$ cat src/rtl/mp3_ahb_pkg.sv
// Shared AHB-Lite encodings and fetch-master state type for the MP3 bitstream fetch path.
package mp3_ahb_pkg;

  localparam logic [1:0] HTRANS_IDLE   = 2'b00;
  localparam logic [1:0] HTRANS_NONSEQ = 2'b10;
  localparam logic [1:0] HTRANS_SEQ    = 2'b11;

  localparam logic [2:0] HSIZE_WORD      = 3'b010;
  localparam logic [2:0] HBURST_INCR     = 3'b001;
  localparam logic [3:0] HPROT_DATA_PRIV = 4'b0011;

  typedef enum logic [1:0] {
    ST_IDLE,
    ST_ADDR,
    ST_LAST,
    ST_ERR
  } fetch_st_t;

  function automatic logic [31:0] byte_rev(input logic [31:0] w);
    return {w[7:0], w[15:8], w[23:16], w[31:24]};
  endfunction

endpackage

$ cat src/rtl/mp3_fetch_fifo.sv
// Synchronous word FIFO, DEPTH entries; pop data valid same cycle as pop_vld (no read latency).
// Push is dropped only when full with no simultaneous pop; the producer's credit check prevents that.
module mp3_fetch_fifo #(
  parameter  int DEPTH = 4,
  parameter  int W     = 32,
  localparam int LW    = $clog2(DEPTH + 1)
) (
  input  logic          HCLK,
  input  logic          HRESETn,
  input  logic          push_vld,
  input  logic [W-1:0]  push_dat,
  input  logic          pop_rdy,
  output logic          pop_vld,
  output logic [W-1:0]  pop_dat,
  output logic [LW-1:0] level
);

  localparam int PW = $clog2(DEPTH);

  logic [W-1:0]  mem [DEPTH];
  logic [PW-1:0] wr_ptr, rd_ptr;
  logic [LW-1:0] cnt;
  logic          wr_en, rd_en;

  assign pop_vld = (cnt != '0);
  assign rd_en   = pop_vld && pop_rdy;
  assign wr_en   = push_vld && ((cnt != LW'(DEPTH)) || rd_en);
  assign pop_dat = mem[rd_ptr];
  assign level   = cnt;

  always_ff @(posedge HCLK or negedge HRESETn) begin
    if (!HRESETn) begin
      wr_ptr <= '0;
      rd_ptr <= '0;
      cnt    <= '0;
    end else begin
      if (wr_en) wr_ptr <= wr_ptr + 1'b1;
      if (rd_en) rd_ptr <= rd_ptr + 1'b1;
      cnt <= cnt + LW'(wr_en) - LW'(rd_en);
    end
  end

  always_ff @(posedge HCLK) begin
    if (wr_en) mem[wr_ptr] <= push_dat;
  end

endmodule

$ cat src/rtl/mp3_ahb_fetch_master.sv
// AHB-Lite read master streaming word_cnt words from src_addr to m_*; first m_valid 3 cycles after start,
// issue stalls when FIFO credit runs out. Define MP3_FETCH_BYTESWAP_EN to byte-reverse each word.
module mp3_ahb_fetch_master #(
  parameter  int DEPTH = 4,
  parameter  int AW    = 32,
  localparam int LW    = $clog2(DEPTH + 1)
) (
  input  logic          HCLK,
  input  logic          HRESETn,
  input  logic          start,
  input  logic [AW-1:0] src_addr,
  input  logic [15:0]   word_cnt,
  output logic          busy,
  output logic          done,
  output logic          err,
  output logic [AW-1:0] HADDR,
  output logic [1:0]    HTRANS,
  output logic          HWRITE,
  output logic [2:0]    HSIZE,
  output logic [2:0]    HBURST,
  output logic [3:0]    HPROT,
  input  logic          HREADY,
  input  logic          HRESP,
  input  logic [31:0]   HRDATA,
  output logic          m_valid,
  output logic [31:0]   m_data,
  input  logic          m_ready,
  output logic [LW-1:0] fifo_level
);
  import mp3_ahb_pkg::*;

  fetch_st_t     state_q, state_n;
  logic [1:0]    htrans_q, htrans_n;
  logic [AW-1:0] haddr_q, haddr_n;
  logic [15:0]   rem_q, rem_n;
  logic          pend_q, pend_n;
  logic          done_q, done_n;
  logic          acc, err_first, push, pop, credit;
  logic [31:0]   wr_dat;

  assign acc       = HREADY && (htrans_q != HTRANS_IDLE);
  assign err_first = pend_q && HRESP && !HREADY;
  assign push      = pend_q && HREADY && !HRESP;
  assign pop       = m_valid && m_ready;
  assign pend_n    = acc || (pend_q && !HREADY && !err_first);
  // One more beat may be issued only if it is guaranteed a FIFO slot next cycle.
  assign credit    = (int'(fifo_level) + int'(push) - int'(pop) + int'(pend_n) + 1) <= DEPTH;

`ifdef MP3_FETCH_BYTESWAP_EN
  assign wr_dat = byte_rev(HRDATA);
`else
  assign wr_dat = HRDATA;
`endif

  always_ff @(posedge HCLK or negedge HRESETn) begin
    if (!HRESETn) state_q <= ST_IDLE;
    else          state_q <= state_n;
  end

  always_comb begin
    state_n  = state_q;
    htrans_n = htrans_q;
    haddr_n  = haddr_q;
    rem_n    = rem_q;
    done_n   = 1'b0;
    unique case (state_q)
      ST_IDLE: begin
        if (start) begin
          if (word_cnt == '0) begin
            done_n = 1'b1;
          end else begin
            state_n  = ST_ADDR;
            haddr_n  = src_addr & ~AW'(3);
            rem_n    = word_cnt;
            htrans_n = credit ? HTRANS_NONSEQ : HTRANS_IDLE;
          end
        end
      end
      ST_ADDR: begin
        if (err_first) begin
          state_n  = ST_ERR;
          htrans_n = HTRANS_IDLE;
        end else if (HREADY) begin
          if (acc) begin
            haddr_n = haddr_q + AW'(4);
            rem_n   = rem_q - 16'd1;
          end
          if (rem_n == '0) begin
            state_n  = ST_LAST;
            htrans_n = HTRANS_IDLE;
          end else if (credit) begin
            // Restart a burst after an idle cycle or when crossing a 1 KB boundary.
            htrans_n = (!acc || haddr_n[9:0] == '0) ? HTRANS_NONSEQ : HTRANS_SEQ;
          end else begin
            htrans_n = HTRANS_IDLE;
          end
        end
      end
      ST_LAST: begin
        if (err_first) begin
          state_n = ST_ERR;
        end else if (push) begin
          state_n = ST_IDLE;
          done_n  = 1'b1;
        end
      end
      ST_ERR: state_n = ST_IDLE;
      default: state_n = ST_IDLE;
    endcase
  end

  always_comb begin
    busy = (state_q == ST_ADDR) || (state_q == ST_LAST);
    err  = (state_q == ST_ERR);
  end

  always_ff @(posedge HCLK or negedge HRESETn) begin
    if (!HRESETn) begin
      htrans_q <= HTRANS_IDLE;
      haddr_q  <= '0;
      rem_q    <= '0;
      pend_q   <= 1'b0;
      done_q   <= 1'b0;
    end else begin
      htrans_q <= htrans_n;
      haddr_q  <= haddr_n;
      rem_q    <= rem_n;
      pend_q   <= pend_n;
      done_q   <= done_n;
    end
  end

  assign done   = done_q;
  assign HADDR  = haddr_q;
  // Only the first ERROR cycle bypasses the register to cancel the queued address phase.
  assign HTRANS = err_first ? HTRANS_IDLE : htrans_q;
  assign HWRITE = 1'b0;
  assign HSIZE  = HSIZE_WORD;
  assign HBURST = HBURST_INCR;
  assign HPROT  = HPROT_DATA_PRIV;

  mp3_fetch_fifo #(.DEPTH(DEPTH), .W(32)) u_fifo (
    .HCLK     (HCLK),
    .HRESETn  (HRESETn),
    .push_vld (push),
    .push_dat (wr_dat),
    .pop_rdy  (m_ready),
    .pop_vld  (m_valid),
    .pop_dat  (m_data),
    .level    (fifo_level)
  );

endmodule

$ cat config.mk
export PLATFORM = sky130hd
export DESIGN_NAME = mp3_ahb_fetch_master
export DESIGN_NICKNAME = d
export VERILOG_FILES = /design/src/rtl/mp3_ahb_pkg.sv /design/src/rtl/mp3_fetch_fifo.sv /design/src/rtl/mp3_ahb_fetch_master.sv
export SDC_FILE = /design/constraint.sdc
export NUM_CORES = 1
export LEC_CHECK = 0
export BUFFER_PORTS_ARGS = -buffer_cell sky130_fd_sc_hd__clkbuf_2
export CAP_MARGIN = 20
export CORE_MARGIN = 3
export CORE_UTILIZATION = 31
export DETAILED_ROUTE_END_ITERATION = 8
export GPL_ROUTABILITY_DRIVEN = 0
export GPL_TIMING_DRIVEN = 0
export HOLD_SLACK_MARGIN = 0.03
export PLACE_DENSITY = 0.53
export SLEW_MARGIN = 0
export SYNTH_ARGS = -nofsm -noshare
export SYNTH_HDL_FRONTEND = slang
export SYNTH_SLANG_ARGS = --single-unit
$ cat constraint.sdc
create_clock -name HCLK -period 4.12 [get_ports HCLK]
set_clock_uncertainty 0.1 [all_clocks]
set_input_delay 1.03 -clock HCLK [delete_from_list [all_inputs] [get_ports HCLK]]
set_output_delay 1.03 -clock HCLK [all_outputs]
set_load 0.005 [all_outputs]
# Yosys cells after proc, flatten, opt, wreduce, memory -nomap -nowiden
# Memory sizes are Yosys's and may differ from the RTL's.
# Index checks and enable logic that the tools add are counted.
dict set report word_totals {
  regBits 61
  memories 1
  word_cells 105
  ramBits 128
  out_inout_bits 84
}
dict set report classes {
  n_addsub 10
  n_lt_le_gt_ge 1
  n_reduce_logical 28
  muxes 43
  eq_ne 12
}
# name words word_bits rd rd_ports_with_merged_regs write_ports line
set memory_table {}
lappend memory_table {u_fifo.mem 4 32 1 0 1 mp3_fetch_fifo.sv:20} ;# logic [W-1:0] mem [DEPTH];
# operator count
set op_table {}
lappend op_table {{$mux W32} 8}
lappend op_table {{$mux W16} 8}
lappend op_table {{$pmux W32 S2} 1}
lappend op_table {{$add A32 B3 Y32 const B} 1}
lappend op_table {{$logic_not A16 Y1} 2}
lappend op_table {{$pmux W16 S2} 1}
lappend op_table {{$mux W2} 15}
lappend op_table {{$sub A16 B1 Y16 const B} 1}
lappend op_table {{$ne A3 B3 Y1 const B} 4}
lappend op_table {{$logic_not A10 Y1} 1}
lappend op_table {{$ne A2 B2 Y1 const B} 5}
lappend op_table {{$reduce_and A5 Y1} 2}
lappend op_table {{$logic_and A1 B1 Y1} 9}
lappend op_table {{$pmux W2 S4} 1}
lappend op_table {{$add A6 B2 Y7 const B} 1}
lappend op_table {{$le A7 B4 Y1 const B} 1}
lappend op_table {{$mux W1} 7}
lappend op_table {{$add A5 B2 Y6} 1}
lappend op_table {{$reduce_and A6 Y1} 1}
lappend op_table {{$sub A4 B1 Y5} 1}
lappend op_table {{$add A2 B1 Y2 const B} 2}
lappend op_table {{$add A3 B1 Y4} 1}
lappend op_table {{$eq A2 B2 Y1 const B} 2}
lappend op_table {{$logic_not A1 Y1} 4}
lappend op_table {{other kinds (10)} 14}

# Longest topological paths before layout
# Gate-level depths: netlist of run 1.
dict set report logic_depth {
  ltp_word 14
  ltp_mapped 16
  mapped_depth_nobuf 16
}

# By module
# From an unflattened synthesis of run 1, not the netlist that was laid out.
dict set report hier_totals {
  cells_unflattened 704
  hier_area_um2 9004.9
}
# mod area_per_inst_um2 n_inst seq_area_each_um2 cells_each
set by_module_without_submodules {}
lappend by_module_without_submodules {mp3_fetch_fifo 5019.8 1 4018.9 203}
lappend by_module_without_submodules {mp3_ahb_fetch_master 3985.1 1 1301.2 501}

# Worst setup path before layout of run 1
# Ideal clock, no wire load.
dict set report synth_timing {
  kind {input to register}
  startpoint {input port m_ready}
  endpoint {register htrans_q[0]}
  slack_ps 648
  t_arrival_ps 3262
  t_required_ps 3910
  cell_stages 11
  path_cell_list {and2_1 ha_1 inv_1 ha_1 fa_1 ha_1 nand2b_1 nor4bb_1 mux2_2 nand2_1 o41ai_1}
}
dict set report synth_between {
  elab_chain_cells 10
}
# item line
set synth_rtl {}
lappend synth_rtl {{start, declared} mp3_ahb_fetch_master.sv:27} ;# input logic m_ready,
lappend synth_rtl {{$logic_and A1 B1 Y1} mp3_ahb_fetch_master.sv:44} ;# assign pop = m_valid && m_ready;
lappend synth_rtl {{$sub A4 B1 Y5} mp3_ahb_fetch_master.sv:47} ;# assign credit = (int'(fifo_level) + int'(push) - int'(pop) + int'(pend_n) + 1) <= DEPTH;
lappend synth_rtl {{$add A5 B2 Y6} mp3_ahb_fetch_master.sv:47}
lappend synth_rtl {{$add A6 B2 Y7} mp3_ahb_fetch_master.sv:47}
lappend synth_rtl {{$le A7 B4 Y1} mp3_ahb_fetch_master.sv:47}
lappend synth_rtl {{$mux W2} mp3_ahb_fetch_master.sv:91} ;# end else if (credit) begin
lappend synth_rtl {{$mux W2} mp3_ahb_fetch_master.sv:88} ;# if (rem_n == '0) begin
lappend synth_rtl {{$mux W2} mp3_ahb_fetch_master.sv:83} ;# end else if (HREADY) begin
lappend synth_rtl {{$mux W2} mp3_ahb_fetch_master.sv:80} ;# if (err_first) begin
lappend synth_rtl {{$pmux W2 S2} mp3_ahb_fetch_master.sv:66} ;# unique case (state_q)
lappend synth_rtl {{end signal, assigned} mp3_ahb_fetch_master.sv:125} ;# htrans_q <= htrans_n;
lappend synth_rtl {{end, declared} mp3_ahb_fetch_master.sv:33} ;# logic [1:0] htrans_q, htrans_n;
# No other way between the ends. The select of a mux whose other input is x is not followed.
# A chain may end at the register's enable or synchronous reset.

# Final worst setup path of run 1
dict set report layout_timing {
  startpoint {register u_fifo.rd_ptr[0]}
  endpoint {output port m_data[8]}
}
dict set report layout_between {
  elab_chain_cells 1
}
# item line
set layout_rtl {}
lappend layout_rtl {{start, declared} mp3_fetch_fifo.sv:21} ;# logic [PW-1:0] wr_ptr, rd_ptr;
lappend layout_rtl {{start signal, assigned} mp3_fetch_fifo.sv:38} ;# if (rd_en) rd_ptr <= rd_ptr + 1'b1;
lappend layout_rtl {{$mem_v2 Z4 W32} -}
lappend layout_rtl {{end, declared} mp3_ahb_fetch_master.sv:26} ;# output logic [31:0] m_data,
# No other way between the ends.

==> results of run 1 <==
[cells by family after synthesis]
| kind of cell | after synthesis |
|---|---|
| XOR/XNOR | 8 |
| flip-flops | 187 |
| AND/OR/NAND/NOR | 186 |
| multiplexers | 40 |
| AO/OA/AOI/OAI | 183 |
| buffers and inverters | 79 |
| adder cells (fa/ha/maj) | 21 |
| other | 2 |
[stage by stage]
stage	setup TNS, ps	cells	cell area, um^2
2_1_floorplan	0	717	9031
3_3_place_gp	-2138	1249	10270
3_5_place_dp	0	1252	10350
4_1_cts	0	1284	10970
5_1_grt	0	1284	10970
6_report	0	1284	10970
[layer usage]
| layer | wire length (um) | vias up |
|---|---|---|
| li1 | - | 3109 |
| met1 | 10710 | 3193 |
| met2 | 11410 | 218 |
| met3 | 1598 | 30 |
| met4 | 290 | 4 |
| met5 | 27 | - |
[state kept, by name (all words and copies together) (netlist names)]
register	count
done	1
u_fifo.wr_ptr	2
HADDR	30
u_fifo.mem	128
state_q	2
u_fifo.level	3
rem_q	16
pend_q	1
htrans_q	2
u_fifo.rd_ptr	2
[synthesized netlist by cell type, types with 3 or more instances]
cell type,number
or3_1,7
a221o_1,7
nand2_1,51
and3_1,6
a21oi_1,45
or4_1,3
mux4_2,32
nor2_1,42
ha_1,19
o21a_1,5
o22a_1,6
o31ai_1,4
and2_1,7
nor4_1,6
o21ai_0,22
nand4_1,11
nand3_1,18
buf_4,13
nor3_1,12
inv_1,25
a41oi_1,5
a31oi_1,13
o21ai_1,3
a2bb2oi_1,7
dfrtp_1,59
a311oi_1,3
a22oi_1,3
o22ai_1,34
clkbuf_1,33
buf_1,6
mux2i_1,7
xnor2_1,6
edfxtp_1,128
[worst min path at each step]
| stage | start | endpoint | cells past startpoint |
|---|---|---|---|
| CTS | HRESETn | rem_q[10]$_DFFE_PN0P_ | 1 |
| finish | HRESETn | rem_q[10]$_DFFE_PN0P_ | 1 |
| detailed placement | rem_q[12]$_DFFE_PN0P_ | rem_q[12]$_DFFE_PN0P_ | 1 |
| global route | HRESETn | rem_q[13]$_DFFE_PN0P_ | 1 |
| global placement | rem_q[12]$_DFFE_PN0P_ | rem_q[12]$_DFFE_PN0P_ | 1 |
| floorplan | rem_q[12]$_DFFE_PN0P_ | rem_q[12]$_DFFE_PN0P_ | 1 |
[area by class of cell]
cell class	instances	area, um^2	share of cell area
clock inverter	15	190.2	0.01734
inverter	25	93.84	0.008558
timing repair buffer	157	840.8	0.07668
tap	378	473.0	0.04313
sequential	187	5320	0.4852
multi-input combinational	451	3368	0.3072
clock buffer	17	425.4	0.03880
buffer	54	254.0	0.02316
[where the power goes]
part	internal, mW	switching (mW)	leakage (nW)	total (mW)
Clock	0.833	0.853	0.299	1.69
Sequential	2.37	0.396	1.84	2.76
Combinational	1.48	2.00	1.99	3.48
==> impl_metrics.tcl, run 1 <==
set metrics [dict create \
    synthCells 706 \
    synth_top_family_by_area "compound AO/OA/AOI/OAI gates" \
    yosys_register_bits 187 \
    rsz0062_at_grt "no" \
    syn_area_per_cell_um2 12.73 \
    path_cells "clkbuf_1, buf_1, mux4_2, clkbuf_2" \
    num-fill-cells 2747 \
    synthXorXnorAreaFrac 0.007794 \
    synth_edf_count 128 \
    critPathKind "register to output port" \
    rr_startpoint "u_fifo.level[1]$_DFF_PN0_" \
    hold_viol 0 \
    grt_pass1_wl_um 37160 \
    synth_fa_ha_area_frac 0.03090 \
    synthTopCellsByArea "edfxtp_1 (43%), dfrtp_1 (16%), mux4_2 (8.0%), ha_1 (2.6%), a21oi_1 (2.5%)" \
    pre_cts_ws_ps 82.79 \
    yosysUniqueCellTypes 74 \
    p_leak_nw 4.125 \
    crit_required_ps 2990 \
    synth_top_area_frac 0.4276 \
    grt-ovfl-total 0 \
    endpoint_kind "output port" \
    dp_hpwl_um 16990 \
    core_area_um2 28160 \
    final_nets 1000 \
    clk_latency_ps 430 \
    yosysWarningCount 0 \
    max_cap_violations 0 \
    mostFrequentLayoutCell "clkbuf_2" \
    drtIter0Drc 428 \
    reg2reg_depth 14 \
    fin_crit_sh 0.9097 \
    ir_worst_vdd_mv 0.2959 \
    cp_top_family "buffers and inverters" \
    power.density_nw_per_um2 723.2 \
    met1_usage 0.2084 \
    busiest_layer "met2" \
    cts_setup_buffers 0 \
    pin_count 170 \
    ys.flop_type "edfxtp_1" \
    power.total_mw 7.930 \
    cts_resized 0 \
    slew_violations 0 \
    critPathMaxFanout 10 \
    met3_usage 0.03763 \
    grt_max_degree 45 \
    antenna_found_initial 2 \
    grt_pass1_vias 6529 \
    drive_gt1_frac 0.2781 \
    worstPathBufferInverterCount 3 \
    cts_max_path_buffers 2 \
    cts_hold_buf 0 \
    final_cell_mix "clkbuf_2 (153), edfxtp_1 (128), dfrtp_1 (59), nand2_1 (51), a21oi_1 (45)" \
    path_depth 4 \
    cp.arrival_ps 2620 \
    max_slew_margin 0.3267 \
    htreeDepth 4 \
    drt-pass1-iter-count 5 \
    cp-start-kind "register" \
    setup_slack_ps 372.0 \
    ant_nets 0 \
    clock_sinks 187 \
    wirelength_um 24040 \
    wl_per_cell_um 18.72 \
    synth-compound-area-share 0.1356 \
    crit_slowest_cell "buf_1" \
    hp-class "primary input to async pin" \
    crit_end "m_data[8]" \
    cts_inserted_buffers 17 \
    ff2ff_setup_slack_ps 610 \
    n_antenna_cell 0 \
    setup_viol_count_final 0 \
    rr_endpoint "htrans_q[0]$_DFFE_PN0P_" \
    cts_tree "built" \
    startpoint "u_fifo.rd_ptr[0]$_DFFE_PN0P_" \
    die_h_um 176.3 \
    hold_ws_ps 394.2 \
    syn2layout_area_growth_pct 21.98 \
    cts_root_buf "clkbuf_16" \
    max_freq_mhz 266.8 \
    rows 61 \
    ys_seq_area_frac 0.5918 \
    grt_usage 0.1535 \
    grtUsageMet2 0.2465 \
    clk_pin_slew_worst_paths_ps 80 \
    syn_area_um2 8990 \
    die_w_um 176.3 \
    drc 0 \
    portBuffers 154 \
    status "complete, no violations" \
    fin_crit_ps 3748 \
    initial_utilization 0.3192 \
    synth.largest_area_cell "edfxtp_1" \
    muxShareOfSynthArea 0.08921 \
    viasPerCell 5.104 \
    worst_path_largest_cell_delay_ps 750 \
    fin_util 0.3894 \
    synthSimpleGateAreaFrac 0.1052 \
    worst_pin_slew_ps 1006 \
    synthArstFlopShare 0.3155 \
    num_vias 6554 \
    die_area_um2 31080 \
]
Note: power is estimated with default switching activity, not from simulation.
==> run 2: changes to the inputs <==
- ABC_AREA: not set -> 1
- SETUP_SLACK_MARGIN: not set -> 0.1
==> impl_metrics.tcl, run 2 <==
set metrics [dict create \
    yosysMostFrequentCell "nand2_1" \
    ys.flop_type "edfxtp_1" \
    largest_reg_flops 128 \
    yosys_register_bits 187 \
    die_area_um2 31940 \
    endpoint_kind "output port" \
    worst_pin_slew_ps 685.5 \
    reg2reg_depth 14 \
    muxShareOfSynthArea 0 \
    fin_crit_ps 3454 \
    path_depth 5 \
    synthCells 966 \
    drtIter0Drc 485 \
    num-fill-cells 2929 \
    max_cap_violations 0 \
    cts_resized 0 \
    cp_top_family "buffers and inverters" \
    grt-ovfl-total 0 \
    htreeDepth 4 \
    power.total_mw 8.122 \
    final_nets 1262 \
    final_cell_mix "clkbuf_2 (153), nand2_1 (143), nor2_1 (136), edfxtp_1 (128), o21ai_0 (111)" \
    critPathMaxFanout 10 \
    hp-class "primary input to async pin" \
    fin_crit_sh 0.8384 \
    cts_hold_buf 0 \
    num_vias 7434 \
    largest_register "u_fifo.mem" \
    ir_worst_vdd_mv 0.3440 \
    drc 0 \
    startpoint "u_fifo.rd_ptr[0]$_DFFE_PN0P_" \
    rr_endpoint "htrans_q[0]$_DFFE_PN0P_" \
    crit_slowest_cell "clkbuf_1" \
    crit_end "m_data[25]" \
    core_area_um2 29090 \
    antenna_found_initial 2 \
    synth.largest_area_cell "edfxtp_1" \
    synthXorXnorAreaFrac 0.01326 \
    pre_cts_ws_ps 384.6 \
    grt_pass1_vias 7198 \
    finalInstanceArea_um2 11340 \
    place_area_um2 10700 \
    cts_inserted_buffers 17 \
    dp_hpwl_um 18320 \
    yosysUniqueCellTypes 43 \
    syn_area_per_cell_um2 9.574 \
    synth_fa_ha_area_frac 0.03003 \
    syn_area_um2 9249 \
    cp.arrival_ps 2320 \
    synth_common_cells "nand2_1 (143), nor2_1 (140), edfxtp_1 (128)" \
    drt-pass1-iter-count 5 \
    rr_startpoint "u_fifo.level[1]$_DFF_PN0_" \
    cts_setup_buffers 0 \
    ys_seq_area_frac 0.5752 \
    grt_max_degree 51 \
    syn2layout_area_growth_pct 22.66 \
    setup_slack_ps 665.9 \
    max_freq_mhz 289.5 \
    hold_ws_ps 340.3 \
    ff2ff_setup_slack_ps 1100 \
    pin_count 170 \
    clk_pin_slew_worst_paths_ps 90 \
    worst_path_largest_cell_delay_ps 450 \
    mostFrequentLayoutCell "clkbuf_2" \
    die_w_um 178.7 \
    grt_pass1_wl_um 40120 \
    worstPathBufferInverterCount 3 \
    cts_root_buf "clkbuf_16" \
    synth_top_area_frac 0.4156 \
    synth_edf_count 128 \
    synthTopCellsByArea "edfxtp_1 (42%), dfrtp_1 (16%), o21ai_0 (6.0%), nand2_1 (5.8%), nor2_1 (5.7%)" \
    rsz0062_at_grt "no" \
    path_cells "clkbuf_1, clkbuf_1, o21ai_0, o22ai_1, clkbuf_2" \
    n_antenna_cell 0 \
    crit_required_ps 2990 \
    synth-compound-area-share 0.1407 \
    cts_max_path_buffers 2 \
    crit_top_cell "clkbuf_1" \
    yosysWarningCount 0 \
    cts_tree "built" \
    grt_usage 0.1624 \
    viasPerCell 4.790 \
    rows 62 \
    status "complete, no violations" \
    ant_nets 0 \
    die_h_um 178.7 \
    fin_util 0.3900 \
    wl_per_cell_um 16.51 \
    slew_violations 0 \
    synthSimpleGateAreaFrac 0.1725 \
    critPathKind "register to output port" \
    initial_utilization 0.3179 \
    portBuffers 154 \
    clock_sinks 187 \
    clk_latency_ps 440 \
    synth_top_family_by_area "simple AND/OR/NAND/NOR gates" \
    hold_viol 0 \
    wirelength_um 25630 \
    synthArstFlopShare 0.3155 \
    power.density_nw_per_um2 715.9 \
    max_slew_margin 0.5430 \
    cp-start-kind "register" \
    setup_viol_count_final 0 \
    p_leak_nw 4.714 \
    drive_gt1_frac 0.2080 \
]
run 2: cell types whose count changed after synthesis, moves of 16 or more:
cell and delta:
o21ai_0 +89, nand3_1 +29, mux4_2 -32, nor2_1 +98, inv_1 +66, a21oi_1 -16, nand2_1 +92
run 2: per-stage QoR:
stage	setup TNS, ps	std cells
6_report	0	1552
5_1_grt	0	1552
4_1_cts	0	1552
3_3_place_gp	-111790	1515
3_5_place_dp	0	1520
2_1_floorplan	0	977
run 2: area by class of cell:
cell class                      instances  area, um^2  area share
Inverter                               98       367.9     0.03243
Timing Repair Buffer                  159       895.9     0.07897
Buffer                                 50       256.5     0.02261
Multi-Input combinational cell        642        3376      0.2976
Clock buffer                           17       425.4     0.03750
Sequential cell                       187        5320      0.4690
Tap cell                              384       480.5     0.04235
Clock inverter                         15       222.7     0.01963
run 2: worst min path at each step:
| stage | depth (start not counted) | startpoint | to | slack (ps) |
|---|---|---|---|---|
| after detailed placement | 1 | u_fifo.wr_ptr[0]$_DFFE_PN0P_ | u_fifo.wr_ptr[0]$_DFFE_PN0P_ | 420 |
| after global placement | 1 | u_fifo.wr_ptr[0]$_DFFE_PN0P_ | u_fifo.wr_ptr[0]$_DFFE_PN0P_ | 420 |
| final | 1 | HRESETn | rem_q[11]$_DFFE_PN0P_ | 340 |
| after CTS | 1 | HRESETn | rem_q[11]$_DFFE_PN0P_ | 330 |
| after global routing | 1 | HRESETn | rem_q[12]$_DFFE_PN0P_ | 320 |
| after floorplan | 1 | u_fifo.wr_ptr[0]$_DFFE_PN0P_ | u_fifo.wr_ptr[0]$_DFFE_PN0P_ | 390 |
run 2: logic make-up after synthesis:
kind of cell	Yosys count
other	2
adder cells (fa/ha/maj)	21
XOR/XNOR	14
AND/OR/NAND/NOR	367
AO/OA/AOI/OAI	227
flip-flops	187
buffers and inverters	148
run 2: routing by layer:
metal	up-vias	GRT usage	part of all wire
met5	-	0	0.0013
met4	4	0.03247	0.010
met3	24	0.04299	0.069
met2	216	0.2621	0.46
met1	3511	0.2214	0.46
li1	3679	-	-
run 2: power breakdown:
group / switching [mW] / leakage [nW] / internal (mW) / total [mW]
combinational: 2.33 / 2.54 / 1.27 / 3.60
clock: 0.926 / 0.312 / 0.869 / 1.79
sequential: 0.371 / 1.86 / 2.35 / 2.72
total: 3.63 / 4.71 / 4.50 / 8.12
